--- config.mk ---
export PLATFORM = sky130hd
export DESIGN_NAME = mpc_mvmult_row_mac_flat
export DESIGN_NICKNAME = d
export VERILOG_FILES = /design/src/rtl/mpc_mvmult_row_mac_if.sv /design/src/rtl/mpc_mvmult_row_mac.sv /design/src/flat_wrapper.sv
export SDC_FILE = /design/constraint.sdc
export NUM_CORES = 1
export LEC_CHECK = 0
export CAP_MARGIN = 20
export CORE_UTILIZATION = 34
export DETAILED_ROUTE_END_ITERATION = 7
export PLACE_DENSITY = 0.49
export SLEW_MARGIN = 10
export SYNTH_ARGS = -nofsm -noshare
export SYNTH_HDL_FRONTEND = slang
export SYNTH_SLANG_ARGS = --single-unit
--- constraint.sdc ---
create_clock -name clk -period 6.35 [get_ports clk]
set_input_delay 0.635 -clock clk [delete_from_list [all_inputs] [get_ports clk]]
set_output_delay 0.635 -clock clk [all_outputs]
set_load 0.01 [all_outputs]
--- src/rtl/mpc_mvmult_row_mac_if.sv ---
// Bus bundle for the MPC matrix-vector row engine.
// Carries the start/busy/done/result handshake toward the controller and
// the two 1R memory ports (coefficient ROM and state/decision vector).
//   slave  : the row engine (accepts start, drives memory addresses/enables)
//   master : controller + memories (drives start and the read data)
`timescale 1ns/1ps
interface mpc_mvmult_row_mac_if #(
    parameter int unsigned DATA_WIDTH = 16,
    parameter int unsigned ADDR_WIDTH = 3
);
    logic                  start;
    logic                  busy;
    logic                  done;
    logic [DATA_WIDTH-1:0] y;
    logic                  sat;
    logic [ADDR_WIDTH-1:0] coef_address0;
    logic                  coef_ce0;
    logic [DATA_WIDTH-1:0] coef_q0;
    logic [ADDR_WIDTH-1:0] x_address0;
    logic                  x_ce0;
    logic [DATA_WIDTH-1:0] x_q0;

    modport slave (
        input  start,
        output busy, done, y, sat,
        output coef_address0, coef_ce0,
        input  coef_q0,
        output x_address0, x_ce0,
        input  x_q0
    );

    modport master (
        output start,
        input  busy, done, y, sat,
        input  coef_address0, coef_ce0,
        output coef_q0,
        input  x_address0, x_ce0,
        output x_q0
    );
endinterface

--- src/rtl/mpc_mvmult_row_mac.sv ---
// Row engine for the dense-constraint matrix-vector product of the MPC
// controller. On start it streams one coefficient row and the matching
// vector entries out of two 1-cycle-latency memories, forms the Q-format
// dot product in a wide accumulator and returns one rounded, saturated
// DATA_WIDTH-bit result with a one-cycle done pulse.
// Ports:
//   clk   : rising-edge clock
//   reset : asynchronous active-low reset
//   bus   : start/busy/done/y/sat handshake plus coef_* and x_* memory ports
`timescale 1ns/1ps
module mpc_mvmult_row_mac #(
    parameter int unsigned DATA_WIDTH = 16,
    parameter int unsigned FRAC_BITS  = 12,
    parameter int unsigned ADDR_WIDTH = 3,
    parameter int unsigned ROW_LEN    = 8,
    parameter int unsigned ACC_WIDTH  = 36
) (
    input logic                  clk,
    input logic                  reset,
    mpc_mvmult_row_mac_if.slave  bus
);

    localparam int unsigned PROD_WIDTH = 2 * DATA_WIDTH;
    localparam logic [ADDR_WIDTH-1:0] LAST_ADDR = ADDR_WIDTH'(ROW_LEN - 1);
    localparam logic signed [ACC_WIDTH-1:0] RND_HALF = ACC_WIDTH'(1) << (FRAC_BITS - 1);
    localparam logic signed [ACC_WIDTH-1:0] Y_MAX = ACC_WIDTH'((1 << (DATA_WIDTH - 1)) - 1);
    localparam logic signed [ACC_WIDTH-1:0] Y_MIN = ~Y_MAX;

    typedef enum logic [1:0] {
        S_IDLE,
        S_ISSUE,
        S_DRAIN,
        S_OUT
    } state_t;

    state_t                        state_q, state_d;
    logic [ADDR_WIDTH-1:0]         addr_q, addr_d;
    logic                          ce_q, ce_d;
    logic                          drain_q, drain_d;
    logic                          busy_q, busy_d;
    logic                          done_q, done_d;
    logic [DATA_WIDTH-1:0]         y_q, y_d;
    logic                          sat_q, sat_d;
    logic                          rd_vld_q, rd_vld_d;
    logic                          prod_vld_q, prod_vld_d;
    logic signed [PROD_WIDTH-1:0]  prod_q, prod_d;
    logic signed [ACC_WIDTH-1:0]   acc_q, acc_d;

    logic signed [DATA_WIDTH-1:0]  coef_s, x_s;
    logic signed [ACC_WIDTH-1:0]   acc_rnd, r_full;

    always_comb begin
        coef_s  = bus.coef_q0;
        x_s     = bus.x_q0;
        acc_rnd = acc_q + RND_HALF;
        r_full  = acc_rnd >>> FRAC_BITS;

        state_d    = state_q;
        addr_d     = addr_q;
        ce_d       = 1'b0;
        drain_d    = drain_q;
        busy_d     = busy_q;
        done_d     = 1'b0;
        y_d        = y_q;
        sat_d      = sat_q;
        prod_d     = prod_q;
        acc_d      = acc_q;
        // Valid flags trail the read enable: data arrives one cycle after
        // ce, the product one cycle after that.
        rd_vld_d   = ce_q;
        prod_vld_d = rd_vld_q;

        if (rd_vld_q) begin
            prod_d = coef_s * x_s;
        end
        if (prod_vld_q) begin
            acc_d = acc_q + ACC_WIDTH'(prod_q);
        end

        case (state_q)
            S_IDLE: begin
                if (bus.start) begin
                    state_d = S_ISSUE;
                    addr_d  = '0;
                    ce_d    = 1'b1;
                    busy_d  = 1'b1;
                    acc_d   = '0;
                end
            end
            S_ISSUE: begin
                if (addr_q == LAST_ADDR) begin
                    state_d = S_DRAIN;
                    drain_d = 1'b0;
                end else begin
                    addr_d = addr_q + ADDR_WIDTH'(1);
                    ce_d   = 1'b1;
                end
            end
            S_DRAIN: begin
                // Two cycles: last data -> product -> accumulator.
                if (drain_q) begin
                    state_d = S_OUT;
                end else begin
                    drain_d = 1'b1;
                end
            end
            S_OUT: begin
                state_d = S_IDLE;
                busy_d  = 1'b0;
                done_d  = 1'b1;
                if (r_full > Y_MAX) begin
                    y_d   = {1'b0, {(DATA_WIDTH-1){1'b1}}};
                    sat_d = 1'b1;
                end else if (r_full < Y_MIN) begin
                    y_d   = {1'b1, {(DATA_WIDTH-1){1'b0}}};
                    sat_d = 1'b1;
                end else begin
                    y_d   = r_full[DATA_WIDTH-1:0];
                    sat_d = 1'b0;
                end
            end
            default: state_d = S_IDLE;
        endcase
    end

    always_ff @(posedge clk or negedge reset) begin
        if (!reset) begin
            state_q    <= S_IDLE;
            addr_q     <= '0;
            ce_q       <= 1'b0;
            drain_q    <= 1'b0;
            busy_q     <= 1'b0;
            done_q     <= 1'b0;
            y_q        <= '0;
            sat_q      <= 1'b0;
            rd_vld_q   <= 1'b0;
            prod_vld_q <= 1'b0;
            prod_q     <= '0;
            acc_q      <= '0;
        end else begin
            state_q    <= state_d;
            addr_q     <= addr_d;
            ce_q       <= ce_d;
            drain_q    <= drain_d;
            busy_q     <= busy_d;
            done_q     <= done_d;
            y_q        <= y_d;
            sat_q      <= sat_d;
            rd_vld_q   <= rd_vld_d;
            prod_vld_q <= prod_vld_d;
            prod_q     <= prod_d;
            acc_q      <= acc_d;
        end
    end

    assign bus.busy          = busy_q;
    assign bus.done          = done_q;
    assign bus.y             = y_q;
    assign bus.sat           = sat_q;
    assign bus.coef_address0 = addr_q;
    assign bus.coef_ce0      = ce_q;
    assign bus.x_address0    = addr_q;
    assign bus.x_ce0         = ce_q;

endmodule
--- src/flat_wrapper.sv ---
// flat-port wrapper written by rule: the top's interface ports become plain ports
module mpc_mvmult_row_mac_flat 
#(
    parameter int unsigned DATA_WIDTH = 16,
    parameter int unsigned FRAC_BITS  = 12,
    parameter int unsigned ADDR_WIDTH = 3,
    parameter int unsigned ROW_LEN    = 8,
    parameter int unsigned ACC_WIDTH  = 36
)
  (clk, reset, bus_start, bus_busy, bus_done, bus_y, bus_sat, bus_coef_address0, bus_coef_ce0, bus_coef_q0, bus_x_address0, bus_x_ce0, bus_x_q0);
  mpc_mvmult_row_mac_if #(.DATA_WIDTH(DATA_WIDTH), .ADDR_WIDTH(ADDR_WIDTH)) bus_i ();
  input logic clk;
  input logic reset;
  input wire logic [$bits(bus_i.start)-1:0] bus_start;
  output wire logic [$bits(bus_i.busy)-1:0] bus_busy;
  output wire logic [$bits(bus_i.done)-1:0] bus_done;
  output wire logic [$bits(bus_i.y)-1:0] bus_y;
  output wire logic [$bits(bus_i.sat)-1:0] bus_sat;
  output wire logic [$bits(bus_i.coef_address0)-1:0] bus_coef_address0;
  output wire logic [$bits(bus_i.coef_ce0)-1:0] bus_coef_ce0;
  input wire logic [$bits(bus_i.coef_q0)-1:0] bus_coef_q0;
  output wire logic [$bits(bus_i.x_address0)-1:0] bus_x_address0;
  output wire logic [$bits(bus_i.x_ce0)-1:0] bus_x_ce0;
  input wire logic [$bits(bus_i.x_q0)-1:0] bus_x_q0;
  assign bus_i.start = bus_start;
  assign bus_busy = bus_i.busy;
  assign bus_done = bus_i.done;
  assign bus_y = bus_i.y;
  assign bus_sat = bus_i.sat;
  assign bus_coef_address0 = bus_i.coef_address0;
  assign bus_coef_ce0 = bus_i.coef_ce0;
  assign bus_i.coef_q0 = bus_coef_q0;
  assign bus_x_address0 = bus_i.x_address0;
  assign bus_x_ce0 = bus_i.x_ce0;
  assign bus_i.x_q0 = bus_x_q0;
  mpc_mvmult_row_mac #(.DATA_WIDTH(DATA_WIDTH), .FRAC_BITS(FRAC_BITS), .ADDR_WIDTH(ADDR_WIDTH), .ROW_LEN(ROW_LEN), .ACC_WIDTH(ACC_WIDTH)) u_core (.clk(clk), .reset(reset), .bus(bus_i));
endmodule
## Word level (Yosys, flattened, before mapping)

Index checks and enable logic that the tools add are counted.

| storage, ports and cells | value |
|---|---|
| flip-flop bits (word level) | 96 |
| bits of input ports | 35 |
| logic and storage cells | 56 |

| operators by class | value |
|---|---|
| $mul | 1 |
| muxes and demuxes | 22 |
| reduce and logical (&&, ||, !) cells | 8 |
| eq/ne operators | 8 |
| order comparisons | 2 |
| add/subtract/negate cells | 3 |

Operators by type and width:

| kind | number |
|---|---|
| $mux 36 | 3 |
| $add 36x13->36 const B | 1 |
| $add 36x32->36 | 1 |
| $mul 16x16->32 | 1 |
| $mux 16 | 2 |
| $gt 24x16->1 const B | 1 |
| $lt 24x16->1 const B | 1 |
| $pmux 2 s4 | 1 |
| $mux 1 | 7 |
| $mux 2 | 3 |
| $mux 3 | 2 |
| $pmux 1 s2 | 3 |
| $pmux 3 s2 | 1 |
| $reduce_and 3->1 | 2 |
| $reduce_bool 2->1 | 3 |
| $eq 2x2->1 const B | 2 |
| $ne 2x1->1 const B | 2 |
| $ne 2x2->1 const B | 2 |
| $reduce_and 2->1 | 2 |
| $add 3x1->3 const B | 1 |
| $eq 3x3->1 const B | 1 |
| $eq 2x1->1 const B | 1 |
| $logic_not 2->1 | 1 |

## Depth between registers and ports, before layout

| logic depth | value |
|---|---|
| word-level depth | 4 |
| mapped depth | 24 |
| mapped depth without buffers | 23 |

## Worst setup path after synthesis

No wires, ideal clock.

| timing path | value |
|---|---|
| path type | input to register |
| from | input bus_x_q0[1] |
| to | register u_core.prod_q[29] |
| buffers on the path | 1 |
| setup slack | -0.056 ns |
| stages | 23 |
| library setup time | 0.125 ns |
| arrival time | 6.281 ns |
| data required time | 6.225 ns |
| cells stage by stage | clkbuf_1 > nand2_1 > inv_1 > fa_1 > inv_1 > fa_1 > inv_1 > fa_1 > fa_1 > fa_1 > inv_1 > fa_1 > inv_1 > ha_1 > a21oi_1 > o21a_1 > a21boi_0 > a21boi_2 > a221oi_4 > o311ai_1 > a21oi_1 > xnor2_1 > mux2_4 |

| on the way | value |
|---|---|
| cells in the longest elaborated chain, start to end | 1 |

RTL lines:

| item | line | source |
|---|---|---|
| start: declaration | flat_wrapper.sv:24 | `input wire logic [$bits(bus_i.x_q0)-1:0] bus_x_q0;` |
| $mul 16x16->32 | mpc_mvmult_row_mac.sv:74 | `prod_d = coef_s * x_s;` |
| end signal: assignment | mpc_mvmult_row_mac.sv:151 | `prod_q <= prod_d;` |
| end: declaration | mpc_mvmult_row_mac.sv:46 | `logic signed [PROD_WIDTH-1:0] prod_q, prod_d;` |

Every way passes these cells.
A chain may end at the register's enable or synchronous reset.

## Worst setup path in the final report

| timing path | value |
|---|---|
| from | input bus_x_q0[1] |
| to | register u_core.prod_q[31] |

Same word-level chain as after synthesis.

==> impl_metrics.tcl <==
set metrics [dict create \
    status "complete, no violations" \
    critPathMaxFanout 9 \
    grtUsageTotal 0.161 \
    endpoint_kind "flip-flop" \
    first_iter_violations 500 \
    drive_gt1_frac 0.162 \
    synth_fp_nets 2155 \
    syn_to_final_growth_pct 20.0 \
    slew_violations 0 \
    numCtsBuffers 9 \
    path_class "primary input to flip-flop" \
    core_um2 46500 \
    synth_cells 1733 \
    maxCapViolCount 0 \
    htree_levels 3 \
    worstSkewPairLatency_ns 0.36 \
    syn_avg_cell_area_um2 9.23 \
    finalSetupViolations 0 \
    die_w_um 219 \
    cts.sinks 96 \
    routed_wl_um 37400 \
    period_needed_ns 6.14 \
    gp_congestion 0.837 \
    cts-root-buf "clkbuf_16" \
    cp_top_family "adder cells" \
    io_pins 62 \
    hold_violations 0 \
    yosysTopAreaCellShare 0.329 \
    cts.clk_slew.worst_paths_ns 0.07 \
    drc 0 \
    wire_per_inst_um 14.9 \
    final_antenna_net_count 0 \
    period_share 0.968 \
    max_freq_mhz 163 \
    ctsHoldBuffers 0 \
    critPathRequiredTime_ns 6.65 \
    worst_pin_slew_ns 0.884 \
    first_pass_iters 5 \
    setup-tns-final_ns 0 \
    diodes 0 \
    path_cells "dlygate4sd2_1 > buf_12 > nand2_2 > inv_2 > fa_1 > inv_2 > fa_1 > inv_1 > fa_1 > fa_1 > fa_1 > inv_1 > fa_1 > inv_1 > ha_4 > nand2_1 > o21a_1 > a21boi_1 > a21boi_4 > a221oi_4 > o31a_2 > a211o_1 > nor3_1 > nand3b_1" \
    cpMaxStageDelayCell "fa_1" \
    ys_seq_area_frac 0.150 \
    postSynth.asyncResetShare 1.00 \
    die_h_um 219 \
    synth_seq_cells 96 \
    synth_top_area_cell "fa_1" \
    hp-class "primary input to async pin" \
    finClkSkew_ns 0.00931 \
    grt_setup_unrepaired "yes" \
    crit_buf_inv 7 \
    via_per_inst 4.73 \
    grt_pass1_vias 12200 \
    clk_path_buf_depth 2 \
    syn_area_um2 16000 \
    synthTopCellsByArea "fa_1 33%, dfrtp_1 15%, ha_1 9.7%" \
    reg2reg_to "u_core.acc_q[32]$_DFF_PN0_" \
    yosysWarnings 0 \
    reg2reg_depth 10 \
    grt_antenna_before_repair 1 \
    synthFlopType "dfrtp_1" \
    arrival_ns 6.44 \
    start_kind "primary input" \
    critical_path_depth 24 \
    critPathMaxStageDelay_ns 0.58 \
    cp_common_cell "fa_1" \
    grt_pass1_wl_um 62500 \
    cts_tree "done" \
    grt-ovfl-total 0 \
    grt_start_max_net_pins 70 \
    relSlewSlack 0.410 \
    hpwl_um 31900 \
    worst-r2r-setup-slack_ns 3.15 \
    die_area_um2 47900 \
    port_buffers 61 \
    r2r-start "u_core.acc_q[17]$_DFF_PN0_" \
    ys_types 73 \
    num_rows 79 \
    layout.nets 2329 \
    synth-edff-count 0 \
    initial_core_util 0.344 \
    vias 11900 \
]
Yosys cell counts, types with 4 or more instances:
library cell	instances
inv_1	334
fa_1	263
nand2_1	170
and2_1	125
ha_1	124
dfrtp_1	96
nor2_1	75
a21oi_1	70
clkbuf_1	49
xnor2_1	48
o21ai_0	47
nand3_1	29
mux2_2	22
mux2i_1	22
nor2b_1	22
xor2_1	22
nor3_1	21
a21o_1	20
a311o_1	16
a211oi_1	14
and3_1	13
o21bai_1	12
nand2b_1	11
buf_4	7
o21a_1	6
or3_1	6
nand4_1	5
nand4b_1	5
a21boi_0	4
a31oi_1	4
nor3b_1	4
o211ai_1	4
o22ai_1	4
worst register-to-register path, stage by stage (launching register included):
cell and delay, ns:
dfrtp_1 0.49, ha_1 0.45, nand2_1 0.07, nor2_1 0.34
nand3_1 0.13, a211oi_1 0.57, o211ai_1 0.26, a21oi_1 0.25
a21oi_1 0.11, nor3b_1 0.15, a2111oi_1 0.26
worst max-delay path by stage:
stage                    from                            end  slack [ns]
2_1_floorplan     bus_x_q0[1]  u_core.prod_q[29]$_DFFE_PN0P_       0.002
3_3_place_gp   bus_coef_q0[5]  u_core.prod_q[31]$_DFFE_PN0P_       -0.57
3_5_place_dp   bus_coef_q0[5]  u_core.prod_q[31]$_DFFE_PN0P_       -0.65
4_1_cts        bus_coef_q0[3]  u_core.prod_q[29]$_DFFE_PN0P_       0.002
5_1_grt        bus_coef_q0[3]  u_core.prod_q[29]$_DFFE_PN0P_       -0.01
6_report          bus_x_q0[1]  u_core.prod_q[31]$_DFFE_PN0P_        0.21
cell type report:
class	count	area [µm²]
clock buffer	10	239
fill	4665	27300
multi-input combinational	1244	12400
sequential	96	2400
inverter	334	1250
clock inverter	6	90.1
tap	607	759
timing repair buffer	222	2030
registers in the layout, indices dropped and copies added, names as in the netlist:
name / count
u_core.state_q: 2
u_core.drain_q: 1
u_core.prod_q: 32
u_core.bus.y: 16
u_core.prod_vld_q: 1
u_core.bus.done: 1
u_core.bus.coef_ce0: 1
u_core.bus.coef_address0: 3
u_core.acc_q: 36
u_core.bus.busy: 1
u_core.bus.sat: 1
u_core.prod_vld_d: 1
repair_timing:
item                       CTS  global route
buffers inserted             1             4
gates cloned                 0             3
setup endpoints to repair   11            12
pin swaps                   20            56
resized for setup           38           106
hold endpoints to repair     0             0
logic make-up after synthesis:
| group | count (synthesis) | synth area share |
|---|---|---|
| AO/OA/AOI/OAI | 236 | 0.101 |
| multiplexers | 45 | 0.0302 |
| flip-flops | 96 | 0.150 |
| buffers and inverters | 393 | 0.0943 |
| XOR/XNOR | 70 | 0.0383 |
| AND/OR/NAND/NOR | 506 | 0.160 |
| adder cells (fa/ha/maj) | 387 | 0.426 |
metrics by stage:
stage	cells	setup slack (ns)	cell area, µm²	utilization	hold WS, ns
6_report	2519	0.206	19200	0.413	0.182
5_1_grt	2519	-0.0142	19200	0.413	0.200
3_5_place_dp	2495	-0.648	18400	0.396	0.442
2_1_floorplan	1733	0.00221	16000	-	0.339
3_3_place_gp	2495	-0.572	18400	0.396	0.463
4_1_cts	2512	0.00246	18800	0.405	0.188
cells in the final DEF (no fill, tap or decap), types with 16 or more instances in the layout:
cell type        Yosys  final
a21oi_1             70     58
xnor2_1             48     48
o21ai_0             47     44
nor2b_1             22     22
dfrtp_1             96     96
clkdlybuf4s50_1      0     33
ha_1               124    107
mux2i_1             22     22
nand2_1            170    163
nor2_1              75     72
buf_4                7    132
inv_2                0     18
a21o_1              20     20
nor3_1              21     19
and2_1             125    123
mux2_2              22     22
fa_1               263    250
buf_6                1     17
nand3_1             29     29
inv_1              334    316
xor2_1              22     22
a311o_1             16     16
routing by layer:
layer	wire (µm)	GRT usage	up-vias	part of all wire
li1	-	-	5823	-
met4	313	0.0275	0	0.0084
met5	0	0	-	0
met3	892	0.0130	20	0.024
met1	19000	0.237	5911	0.51
met2	17300	0.261	152	0.46
Power is left out: the tool's default activity adds up to more than one toggle a clock period on the data nets, which glitch-free logic cannot reach.
